==> src/rtl/umi_unpack_pipe_pkg.sv <==
// Shared UMI command layout, opcode constants, tracker states and the
// per-beat metadata record carried alongside each forwarded transaction.
package umi_pkg;

    localparam logic [4:0] UMI_INVALID    = 5'h00;
    localparam logic [4:0] UMI_RESP_LINK  = 5'h0E;
    localparam logic [4:0] UMI_REQ_ERROR  = 5'h0F;
    localparam logic [4:0] UMI_REQ_LINK   = 5'h0F;
    localparam logic [2:0] UMI_SIZE_ERROR = 3'd0;
    localparam logic [2:0] UMI_SIZE_LINK  = 3'd1;

    localparam int OPCODE_LSB = 0;
    localparam int OPCODE_W   = 5;
    localparam int SIZE_LSB   = 5;
    localparam int SIZE_W     = 3;
    localparam int LEN_LSB    = 8;
    localparam int LEN_W      = 8;
    localparam int QOS_LSB    = 16;
    localparam int QOS_W      = 4;
    localparam int PROT_LSB   = 20;
    localparam int PROT_W     = 2;
    localparam int EOM_BIT    = 22;
    localparam int EOF_BIT    = 23;
    localparam int EX_BIT     = 24;
    localparam int ERR_LSB    = 25;
    localparam int ERR_W      = 2;
    localparam int HOSTID_LSB = 27;
    localparam int HOSTID_W   = 5;

    typedef enum logic {
        TRK_IDLE,
        TRK_MSG
    } trk_state_e;

    typedef struct packed {
        logic [18:0] user;
        logic [1:0]  err;
        logic        request;
        logic        response;
        logic        invalid;
        logic        error;
        logic        link;
        logic        link_resp;
        logic [15:0] bytes;
        logic        som;
        logic [7:0]  beat;
        logic        mismatch;
    } umi_meta_t;

endpackage

==> src/rtl/umi_unpack_pipe_if.sv <==
// UMI transaction port: valid/ready handshake plus cmd/dstaddr/srcaddr/data.
interface umi_unpack_pipe_if #(
    parameter int CW = 32,
    parameter int AW = 64,
    parameter int DW = 256
) ();
    logic          valid;
    logic          ready;
    logic [CW-1:0] cmd;
    logic [AW-1:0] dstaddr;
    logic [AW-1:0] srcaddr;
    logic [DW-1:0] data;

    modport master (output valid, cmd, dstaddr, srcaddr, data, input ready);
    modport slave  (input valid, cmd, dstaddr, srcaddr, data, output ready);
endinterface

==> src/rtl/umi_unpack_pipe_skid.sv <==
// Two-entry skid buffer (output register + one skid slot) with a registered
// input ready, so full throughput is kept without a combinational ready path.
module umi_skid #(
    parameter int W = 8
) (
    input  logic         clk,
    input  logic         reset,
    input  logic         i_in_valid,
    output logic         o_in_ready,
    input  logic [W-1:0] i_in_data,
    output logic         o_out_valid,
    input  logic         i_out_ready,
    output logic [W-1:0] o_out_data
);
    logic         r_out_valid;
    logic         r_skid_valid;
    logic         r_in_ready;
    logic [W-1:0] r_out_data;
    logic [W-1:0] r_skid_data;
    logic         w_accept;
    logic         w_load;
    logic         w_skid_nxt;

    assign w_accept   = i_in_valid && r_in_ready;
    assign w_load     = !r_out_valid || i_out_ready;
    assign w_skid_nxt = w_load ? 1'b0 : (r_skid_valid || w_accept);

    always_ff @(posedge clk) begin
        if (reset) begin
            r_out_valid  <= 1'b0;
            r_skid_valid <= 1'b0;
            r_in_ready   <= 1'b0;
            // NOTE: payload registers are reset too so every field output reads 0 in reset.
            r_out_data   <= '0;
            r_skid_data  <= '0;
        end else begin
            if (w_load) begin
                if (r_skid_valid) begin
                    r_out_data   <= r_skid_data;
                    r_out_valid  <= 1'b1;
                    r_skid_valid <= 1'b0;
                end else begin
                    r_out_valid <= w_accept;
                    if (w_accept) r_out_data <= i_in_data;
                end
            end else if (w_accept) begin
                r_skid_data  <= i_in_data;
                r_skid_valid <= 1'b1;
            end
            r_in_ready <= !w_skid_nxt;
        end
    end

    assign o_in_ready  = r_in_ready;
    assign o_out_valid = r_out_valid;
    assign o_out_data  = r_out_data;
endmodule

==> src/rtl/umi_unpack_pipe.sv <==
// Registered UMI command unpacker with message tracker and sticky status.
// Optional per-class transfer counters are enabled by defining UMI_UNPACK_STATS_EN.
module umi_unpack_pipe
    import umi_pkg::*;
#(
    parameter int CW = 32,
    parameter int AW = 64,
    parameter int DW = 256
) (
    input  logic              clk,
    input  logic              reset,
    input  logic              clear,
    umi_unpack_pipe_if.slave  umi_in,
    umi_unpack_pipe_if.master umi_out,
    output logic [4:0]        out_opcode,
    output logic [2:0]        out_size,
    output logic [7:0]        out_len,
    output logic [3:0]        out_qos,
    output logic [1:0]        out_prot,
    output logic              out_eom,
    output logic              out_eof,
    output logic              out_ex,
    output logic [4:0]        out_hostid,
    output logic [18:0]       out_user,
    output logic [1:0]        out_err,
    output logic              out_request,
    output logic              out_response,
    output logic              out_invalid,
    output logic              out_error,
    output logic              out_link,
    output logic              out_link_resp,
    output logic [15:0]       out_bytes,
    output logic              out_som,
    output logic [7:0]        out_beat,
    output logic              out_mismatch,
    output logic              sticky_mismatch,
    output logic              sticky_invalid
`ifdef UMI_UNPACK_STATS_EN
    ,
    output logic [15:0]       stat_req,
    output logic [15:0]       stat_resp,
    output logic [15:0]       stat_err
`endif
);
    localparam int MW = $bits(umi_meta_t);
    localparam int PW = MW + CW + 2 * AW + DW;

    logic [CW-1:0]  w_cmd;
    logic [4:0]     w_opcode;
    logic [2:0]     w_size;
    logic [7:0]     w_len;
    logic [4:0]     w_hostid;
    logic           w_eom;
    logic           w_accept;
    umi_meta_t      w_meta;
    umi_meta_t      w_out_meta;
    logic [PW-1:0]  w_skid_in;
    logic [PW-1:0]  w_skid_out;
    logic [CW-1:0]  w_out_cmd;

    trk_state_e     r_state;
    trk_state_e     w_state_nxt;
    logic [7:0]     r_beat;
    logic [4:0]     r_opcode;
    logic [4:0]     r_hostid;
    logic           w_latch;
    logic           r_sticky_mismatch;
    logic           r_sticky_invalid;

    assign w_cmd    = umi_in.cmd;
    assign w_opcode = w_cmd[OPCODE_LSB +: OPCODE_W];
    assign w_size   = w_cmd[SIZE_LSB +: SIZE_W];
    assign w_len    = w_cmd[LEN_LSB +: LEN_W];
    assign w_hostid = w_cmd[HOSTID_LSB +: HOSTID_W];
    assign w_eom    = w_cmd[EOM_BIT];
    assign w_accept = umi_in.valid && umi_in.ready;

    // Decode and tracker results are computed at the input and ride the skid with the beat.
    always_comb begin
        w_meta           = '0;
        w_latch          = 1'b0;
        w_state_nxt      = r_state;
        w_meta.invalid   = (w_opcode == UMI_INVALID);
        w_meta.request   = w_opcode[0];
        w_meta.response  = !w_opcode[0] && !w_meta.invalid;
        w_meta.error     = (w_opcode == UMI_REQ_ERROR) && (w_size == UMI_SIZE_ERROR);
        w_meta.link      = (w_opcode == UMI_REQ_LINK) && (w_size == UMI_SIZE_LINK);
        w_meta.link_resp = (w_opcode == UMI_RESP_LINK);

        if (w_meta.link)           w_meta.user = w_cmd[26:8];
        else if (w_meta.link_resp) w_meta.user = {2'b0, w_cmd[24:8]};
        else if (w_meta.error)     w_meta.user = {8'h0, w_cmd[24:22], w_cmd[15:8]};
        else if (w_meta.request)   w_meta.user = {17'h0, w_cmd[26:25]};

        if (w_meta.response || w_meta.error) w_meta.err = w_cmd[ERR_LSB +: ERR_W];
        if (!(w_meta.invalid || w_meta.error || w_meta.link || w_meta.link_resp))
            w_meta.bytes = ({8'd0, w_len} + 16'd1) << w_size;

        if (!w_meta.invalid) begin
            case (r_state)
                TRK_IDLE: begin
                    w_meta.som = 1'b1;
                    w_latch    = 1'b1;
                    if (w_accept && !w_eom) w_state_nxt = TRK_MSG;
                end
                TRK_MSG: begin
                    w_meta.beat     = (r_beat == 8'hFF) ? 8'hFF : r_beat + 8'd1;
                    w_meta.mismatch = (w_opcode != r_opcode) || (w_hostid != r_hostid);
                    if (w_accept && w_eom) w_state_nxt = TRK_IDLE;
                end
                default: w_state_nxt = TRK_IDLE;
            endcase
        end
        if (clear) w_state_nxt = TRK_IDLE;
    end

    always_ff @(posedge clk) begin
        if (reset) begin
            r_state  <= TRK_IDLE;
            r_beat   <= '0;
            r_opcode <= '0;
            r_hostid <= '0;
        end else begin
            r_state <= w_state_nxt;
            if (w_accept && !w_meta.invalid) begin
                r_beat <= w_meta.beat;
                if (w_latch) begin
                    r_opcode <= w_opcode;
                    r_hostid <= w_hostid;
                end
            end
        end
    end

    // Set events are applied after clear so a coincident set wins.
    always_ff @(posedge clk) begin
        if (reset) begin
            r_sticky_mismatch <= 1'b0;
            r_sticky_invalid  <= 1'b0;
        end else begin
            if (clear) begin
                r_sticky_mismatch <= 1'b0;
                r_sticky_invalid  <= 1'b0;
            end
            if (w_accept && w_meta.mismatch) r_sticky_mismatch <= 1'b1;
            if (w_accept && w_meta.invalid)  r_sticky_invalid  <= 1'b1;
        end
    end

    assign w_skid_in = {w_meta, w_cmd, umi_in.dstaddr, umi_in.srcaddr, umi_in.data};

    umi_skid #(.W(PW)) u_skid (
        .clk         (clk),
        .reset       (reset),
        .i_in_valid  (umi_in.valid),
        .o_in_ready  (umi_in.ready),
        .i_in_data   (w_skid_in),
        .o_out_valid (umi_out.valid),
        .i_out_ready (umi_out.ready),
        .o_out_data  (w_skid_out)
    );

    assign {w_out_meta, w_out_cmd, umi_out.dstaddr, umi_out.srcaddr, umi_out.data} = w_skid_out;
    assign umi_out.cmd = w_out_cmd;

    assign out_opcode      = w_out_cmd[OPCODE_LSB +: OPCODE_W];
    assign out_size        = w_out_cmd[SIZE_LSB +: SIZE_W];
    assign out_len         = w_out_cmd[LEN_LSB +: LEN_W];
    assign out_qos         = w_out_cmd[QOS_LSB +: QOS_W];
    assign out_prot        = w_out_cmd[PROT_LSB +: PROT_W];
    assign out_eom         = w_out_cmd[EOM_BIT];
    assign out_eof         = w_out_cmd[EOF_BIT];
    assign out_ex          = w_out_cmd[EX_BIT];
    assign out_hostid      = w_out_cmd[HOSTID_LSB +: HOSTID_W];
    assign out_user        = w_out_meta.user;
    assign out_err         = w_out_meta.err;
    assign out_request     = w_out_meta.request;
    assign out_response    = w_out_meta.response;
    assign out_invalid     = w_out_meta.invalid;
    assign out_error       = w_out_meta.error;
    assign out_link        = w_out_meta.link;
    assign out_link_resp   = w_out_meta.link_resp;
    assign out_bytes       = w_out_meta.bytes;
    assign out_som         = w_out_meta.som;
    assign out_beat        = w_out_meta.beat;
    assign out_mismatch    = w_out_meta.mismatch;
    assign sticky_mismatch = r_sticky_mismatch;
    assign sticky_invalid  = r_sticky_invalid;

`ifdef UMI_UNPACK_STATS_EN
    logic        w_out_fire;
    logic [15:0] r_stat_req;
    logic [15:0] r_stat_resp;
    logic [15:0] r_stat_err;

    assign w_out_fire = umi_out.valid && umi_out.ready;

    always_ff @(posedge clk) begin
        if (reset || clear) begin
            r_stat_req  <= '0;
            r_stat_resp <= '0;
            r_stat_err  <= '0;
        end else if (w_out_fire) begin
            if (w_out_meta.request && r_stat_req != 16'hFFFF)   r_stat_req  <= r_stat_req + 16'd1;
            if (w_out_meta.response && r_stat_resp != 16'hFFFF) r_stat_resp <= r_stat_resp + 16'd1;
            if (w_out_meta.error && r_stat_err != 16'hFFFF)     r_stat_err  <= r_stat_err + 16'd1;
        end
    end

    assign stat_req  = r_stat_req;
    assign stat_resp = r_stat_resp;
    assign stat_err  = r_stat_err;
`endif
endmodule

==> src/flat_wrapper.sv <==
// flat-port wrapper written by rule: the top's interface ports become plain ports
module umi_unpack_pipe_flat import umi_pkg::*;
#(
    parameter int CW = 32,
    parameter int AW = 64,
    parameter int DW = 256
)
  (clk, reset, clear, out_opcode, out_size, out_len, out_qos, out_prot, out_eom, out_eof, out_ex, out_hostid, out_user, out_err, out_request, out_response, out_invalid, out_error, out_link, out_link_resp, out_bytes, out_som, out_beat, out_mismatch, sticky_mismatch, sticky_invalid, umi_in_valid, umi_in_cmd, umi_in_dstaddr, umi_in_srcaddr, umi_in_data, umi_in_ready, umi_out_valid, umi_out_cmd, umi_out_dstaddr, umi_out_srcaddr, umi_out_data, umi_out_ready);
  umi_unpack_pipe_if #(.CW(CW), .AW(AW), .DW(DW)) umi_in_i ();
  umi_unpack_pipe_if #(.CW(CW), .AW(AW), .DW(DW)) umi_out_i ();
  input  logic clk;
  input  logic reset;
  input  logic clear;
  output logic [4:0] out_opcode;
  output logic [2:0] out_size;
  output logic [7:0] out_len;
  output logic [3:0] out_qos;
  output logic [1:0] out_prot;
  output logic out_eom;
  output logic out_eof;
  output logic out_ex;
  output logic [4:0] out_hostid;
  output logic [18:0] out_user;
  output logic [1:0] out_err;
  output logic out_request;
  output logic out_response;
  output logic out_invalid;
  output logic out_error;
  output logic out_link;
  output logic out_link_resp;
  output logic [15:0] out_bytes;
  output logic out_som;
  output logic [7:0] out_beat;
  output logic out_mismatch;
  output logic sticky_mismatch;
  output logic sticky_invalid;
  input wire logic [$bits(umi_in_i.valid)-1:0] umi_in_valid;
  input wire logic [$bits(umi_in_i.cmd)-1:0] umi_in_cmd;
  input wire logic [$bits(umi_in_i.dstaddr)-1:0] umi_in_dstaddr;
  input wire logic [$bits(umi_in_i.srcaddr)-1:0] umi_in_srcaddr;
  input wire logic [$bits(umi_in_i.data)-1:0] umi_in_data;
  output wire logic [$bits(umi_in_i.ready)-1:0] umi_in_ready;
  output wire logic [$bits(umi_out_i.valid)-1:0] umi_out_valid;
  output wire logic [$bits(umi_out_i.cmd)-1:0] umi_out_cmd;
  output wire logic [$bits(umi_out_i.dstaddr)-1:0] umi_out_dstaddr;
  output wire logic [$bits(umi_out_i.srcaddr)-1:0] umi_out_srcaddr;
  output wire logic [$bits(umi_out_i.data)-1:0] umi_out_data;
  input wire logic [$bits(umi_out_i.ready)-1:0] umi_out_ready;
  assign umi_in_i.valid = umi_in_valid;
  assign umi_in_i.cmd = umi_in_cmd;
  assign umi_in_i.dstaddr = umi_in_dstaddr;
  assign umi_in_i.srcaddr = umi_in_srcaddr;
  assign umi_in_i.data = umi_in_data;
  assign umi_in_ready = umi_in_i.ready;
  assign umi_out_valid = umi_out_i.valid;
  assign umi_out_cmd = umi_out_i.cmd;
  assign umi_out_dstaddr = umi_out_i.dstaddr;
  assign umi_out_srcaddr = umi_out_i.srcaddr;
  assign umi_out_data = umi_out_i.data;
  assign umi_out_i.ready = umi_out_ready;
  umi_unpack_pipe #(.CW(CW), .AW(AW), .DW(DW)) u_core (.clk(clk), .reset(reset), .clear(clear), .umi_in(umi_in_i), .umi_out(umi_out_i), .out_opcode(out_opcode), .out_size(out_size), .out_len(out_len), .out_qos(out_qos), .out_prot(out_prot), .out_eom(out_eom), .out_eof(out_eof), .out_ex(out_ex), .out_hostid(out_hostid), .out_user(out_user), .out_err(out_err), .out_request(out_request), .out_response(out_response), .out_invalid(out_invalid), .out_error(out_error), .out_link(out_link), .out_link_resp(out_link_resp), .out_bytes(out_bytes), .out_som(out_som), .out_beat(out_beat), .out_mismatch(out_mismatch), .sticky_mismatch(sticky_mismatch), .sticky_invalid(sticky_invalid));
endmodule
==> config.mk <==
export PLATFORM = sky130hd
export DESIGN_NAME = umi_unpack_pipe_flat
export DESIGN_NICKNAME = d
export VERILOG_FILES = /design/src/rtl/umi_unpack_pipe_pkg.sv /design/src/rtl/umi_unpack_pipe_if.sv /design/src/rtl/umi_unpack_pipe_skid.sv /design/src/rtl/umi_unpack_pipe.sv /design/src/flat_wrapper.sv
export SDC_FILE = /design/constraint.sdc
export NUM_CORES = 2
export LEC_CHECK = 0
export CORE_AREA = 2 2 355 357
export DETAILED_ROUTE_END_ITERATION = 7
export DIE_AREA = 0 0 357 359
export GPL_TIMING_DRIVEN = 0
export PLACE_DENSITY = 0.58
export SYNTH_ARGS = -nofsm -noshare
export SYNTH_HDL_FRONTEND = slang
export SYNTH_SLANG_ARGS = --single-unit
==> constraint.sdc <==
create_clock -name clk -period 2.5 [get_ports clk]
set_input_delay 0.5 -clock clk [delete_from_list [all_inputs] [get_ports clk]]
set_output_delay 0.5 -clock clk [all_outputs]
set_load 0.02 [all_outputs]
==> metrics.md <==
| Metric | Value |
|---|---|
| Critical-path cell list | `clkdlybuf4s50_1` |
| Multi-input logic area | `17300 sq um` |
| Crit path from | `u_core.u_skid.o_out_data[443]` |
| Combinational power share | `between 10% and 20%` |
| Internal power | `~27000 uW` |
| Largest net degree at the start of global routing | `14` |
| WHS | `136 ps` |
| Routed WL | `156 mm` |
| Port buffer count | `915` |
| Post-DRT Antenna Nets | `0` |
| Reg area | `between 15000 and 20000 sq um` |
| Slowest CP cell | `clkdlybuf4s50_1` |
| Final setup viols | `0` |
| CTS buffer count | `approximately 100` |
| Post-Place Setup Slack | `-1890 ps` |
| Buf/Inv on CP | `1` |
| Cts hold-fix bufs | `0` |
| Syn nets | `roughly 5k` |
| Reg2reg start | `u_core.u_skid.o_in_ready` |
| Clk_skew | `about 28 ps` |
| Rel. slew slack | `between 30% and 40%` |
| Setup CP Type | `reg -> out` |
| Final WS setup | `about 71 ps` |
| Min Tclk post-route | `around 2400 ps` |
| Post-DP HPWL | `roughly 120 mm` |
| RSZ-0062 raised after global routing | `true` |
| PwrDens | `between 600 and 700 nW/um^2` |
| Post-synth top flop | `dfxtp_1` |
| Yosys synthesis warning count | `0` |
| # DRC | `0` |
| Nets | `just under 6k` |
| Clock power frac | `roughly two fifths` |
| Crit-path leading delay family | `buffers and inverters` |
| CTS sink cnt | `960` |
| Hold_sp | `umi_in_cmd[12]` |
| Mapped Cells | `~4.5k` |
| Clk buf depth | `3` |
| Gpl congestion | `0.921` |
| Final Hold Viols | `0` |
| Req. time, crit path | `around 2000 ps` |
| Filler Cell Count | `approximately 12k` |
| Worst-Skew Late Latency | `720 ps` |
| Rows | `between 100 and 150` |
| Die Y | `between 300 and 400 um` |
| Number of global-route vias before repair | `about 34k` |
| Initial antenna violation count | `44` |
| Global route hottest layer | `met2` |
| Placed Cells | `approximately 7.0k` |
| Non-Filler Instances | `just over 7k` |
| Nature of the critical path endpoint | `output port` |
| Vias per cell | `4.97` |
| Unique cell type count in the Yosys netlist | `between 60 and 70` |
| Starting Density | `~31%` |
| Wire length per cell | `roughly 22 um` |
| Fraction of registers with async set/reset | `0%` |
| Post-Syn Area | `roughly 38000 sq um` |
| I/O pin cnt | `around 920` |
| CTS clk-pin slew, worst paths | `approximately 60 ps` |
| Reg power frac | `between 40% and 50%` |
| Sequential share of the synthesized area | `between 50% and 60%` |
| GR Util met1 | `28.4%` |
| Iter 0 DRT Violations | `2260` |
| Pre-antenna DRT Iters | `6` |
| Switching share of power | `a little over a quarter` |
| Worst VDD drop | `0.623 mV` |
| Worst-path fanout max | `2` |
| Syn avg cell area | `8.59 sq um` |
| Switching power | `9830 uW` |
| Yosys reg bits | `960` |
| Max stage delay on crit path | `between 800 and 900 ps` |
| Root buffer cell | `clkbuf_16` |
| Share of layout cells above drive strength 1 | `6.29%` |
| Critical path arrival | `about 1900 ps` |
| Leak | `approximately 0.017 uW` |
| Area of the core | `roughly 120000 sq um` |
| Post-synth EDFFs | `0` |
| Worst hold path class | `in -> reg` |
| Total number of vias | `between 30k and 40k` |
| First-pass GRT wire length | `226 mm` |
| Met3 Use GR | `under 10%` |
| Die width | `between 300 and 400 um` |
| CTS tree | `yes` |
| Most frequent cells in the layout | `nand2_1 (962), dfxtp_1 (959), clkdlybuf4s50_1 (908), nor2_1 (509), a21oi_1 (496)` |
| Final Max Slew Viols | `0` |
| Fin crit share | `between 90% and 100%` |
| MaxCap Viol Count | `0` |
| Met2 GRT Util | `~38%` |
| Total congestion overflow | `0` |
| GRT Util Overall | `about a quarter` |
| Fmax | `412 MHz` |
| Tightest Pin Transition | `between 1000 and 1500 ps` |
| H-tree levels | `3` |
| Die area | `around 130000 sq um` |
| Area Growth Syn to Fin | `38.5%` |
| CP Launch Type | `flop` |
| Commonest non-fill, non-tap cell in the layout | `nand2_1` |
| Status | `finished, final reports clean` |
## sequential cells by signal (all words and copies together) (netlist names), named ones only
signal,cells
u_core.r_hostid,5
u_core.u_skid.r_skid_data,468
u_core.u_skid.r_skid_valid,1
u_core.u_skid.o_out_valid,1
u_core.r_opcode,5
u_core.sticky_invalid,1
u_core.r_beat,8
u_core.u_skid.o_in_ready,1
u_core.u_skid.o_out_data,468
u_core.sticky_mismatch,1
## metal layers
layer	share of wire, %	vias to the layer above
li1	-	17400
met1	41	17100
met2	47	1205
met3	9.0	268
met4	3.1	30
met5	0.12	-
## Yosys cell counts, types with 3 or more instances
cell	instances	area, sq um
nor2b_1	4	25.0
nand2_1	963	3610
nand3b_1	3	22.5
nand4_1	6	37.5
and3_1	4	25.0
buf_1	15	56.3
a221oi_1	4	35.0
dfxtp_1	960	19200
o21ai_0	34	170
nor2_2	4	25.0
nor4_1	3	18.8
o21ai_1	3	15.0
buf_4	37	278
or3_1	4	25.0
o211ai_1	13	97.6
nand2b_1	4	25.0
nor2_1	509	1910
clkbuf_1	319	1200
o21a_1	5	37.5
a22oi_1	9	67.6
a211oi_1	430	3230
a311oi_1	22	193
a21oi_1	496	2480
buf_2	54	270
mux2i_1	423	4230
nand3_1	41	205
xor2_1	9	78.8
a31oi_1	4	25.0
nor3_1	25	125
and2_1	3	18.8
inv_1	5	18.8
o21bai_1	4	30.0
xnor2_1	11	96.3
## stage by stage
step           utilization, %  setup TNS [ps]  total power [uW]  cell area [sq um]
2_1_floorplan               -               0             19000              38400
3_3_place_gp             39.8        -1265830             21900              49600
3_5_place_dp             39.8        -1245440             21900              49600
4_1_cts                  42.6               0             37100              53100
5_1_grt                  42.7           -28.3             38200              53200
6_report                 42.7               0             36900              53200
## logic make-up (layout without fill, tap and decap cells)
| kind of cell | Yosys count | after routing | synth area share [%] |
|---|---|---|---|
| AND/OR/NAND/NOR | 1586 | 1586 | 16.2 |
| flip-flops | 960 | 960 | 50.1 |
| AO/OA/AOI/OAI | 1045 | 1045 | 17.3 |
| buffers and inverters | 434 | 1538 | 4.81 |
| XOR/XNOR | 20 | 20 | 0.456 |
| other | 0 | 21 | 0 |
| adder cells (fa/ha/maj) | 2 | 2 | 0.0652 |
| multiplexers | 425 | 425 | 11.1 |
## final cells by class
class / instances / area share [%]
Buffer: 428 / 3.63
Clock buffer: 171 / 6.07
Timing Repair Buffer: 916 / 17.3
Clock inverter: 17 / 0.268
Tap cell: 1650 / 3.88
Sequential cell: 960 / 36.1
Antenna cell: 21 / 0.0988
Multi-Input combinational cell: 3078 / 32.6
Inverter: 6 / 0.0423
## power by group through the flow
stage                     combinational, uW  clock, uW  sequential [uW]
after global placement                 5200          0            16700
after CTS                              5250      15500            16300
after floorplan                        1730          0            17200
after detailed placement               5220          0            16700
after global routing                   5580      16200            16400
final                                  5240      15300            16300
## path summary, 6_finish.rpt
kind / to / slack [ps] / cells after the start
worst max-delay path: out_link / 70 / 1
worst min-delay path: u_core.u_skid.r_skid_data[454] / 140 / 3
worst min register to register: u_core.u_skid.r_skid_data[109] / 450 / 2
worst max register to register: u_core.u_skid.o_out_data[426] / 80 / 7
## repair_timing
item                                    4_1_cts  5_1_grt
buffers inserted                              1        0
pin swaps                                     1        0
gates resized for setup                      39       94
endpoints found under the setup margin      930      303
Note: power is estimated with default switching activity, not from simulation.
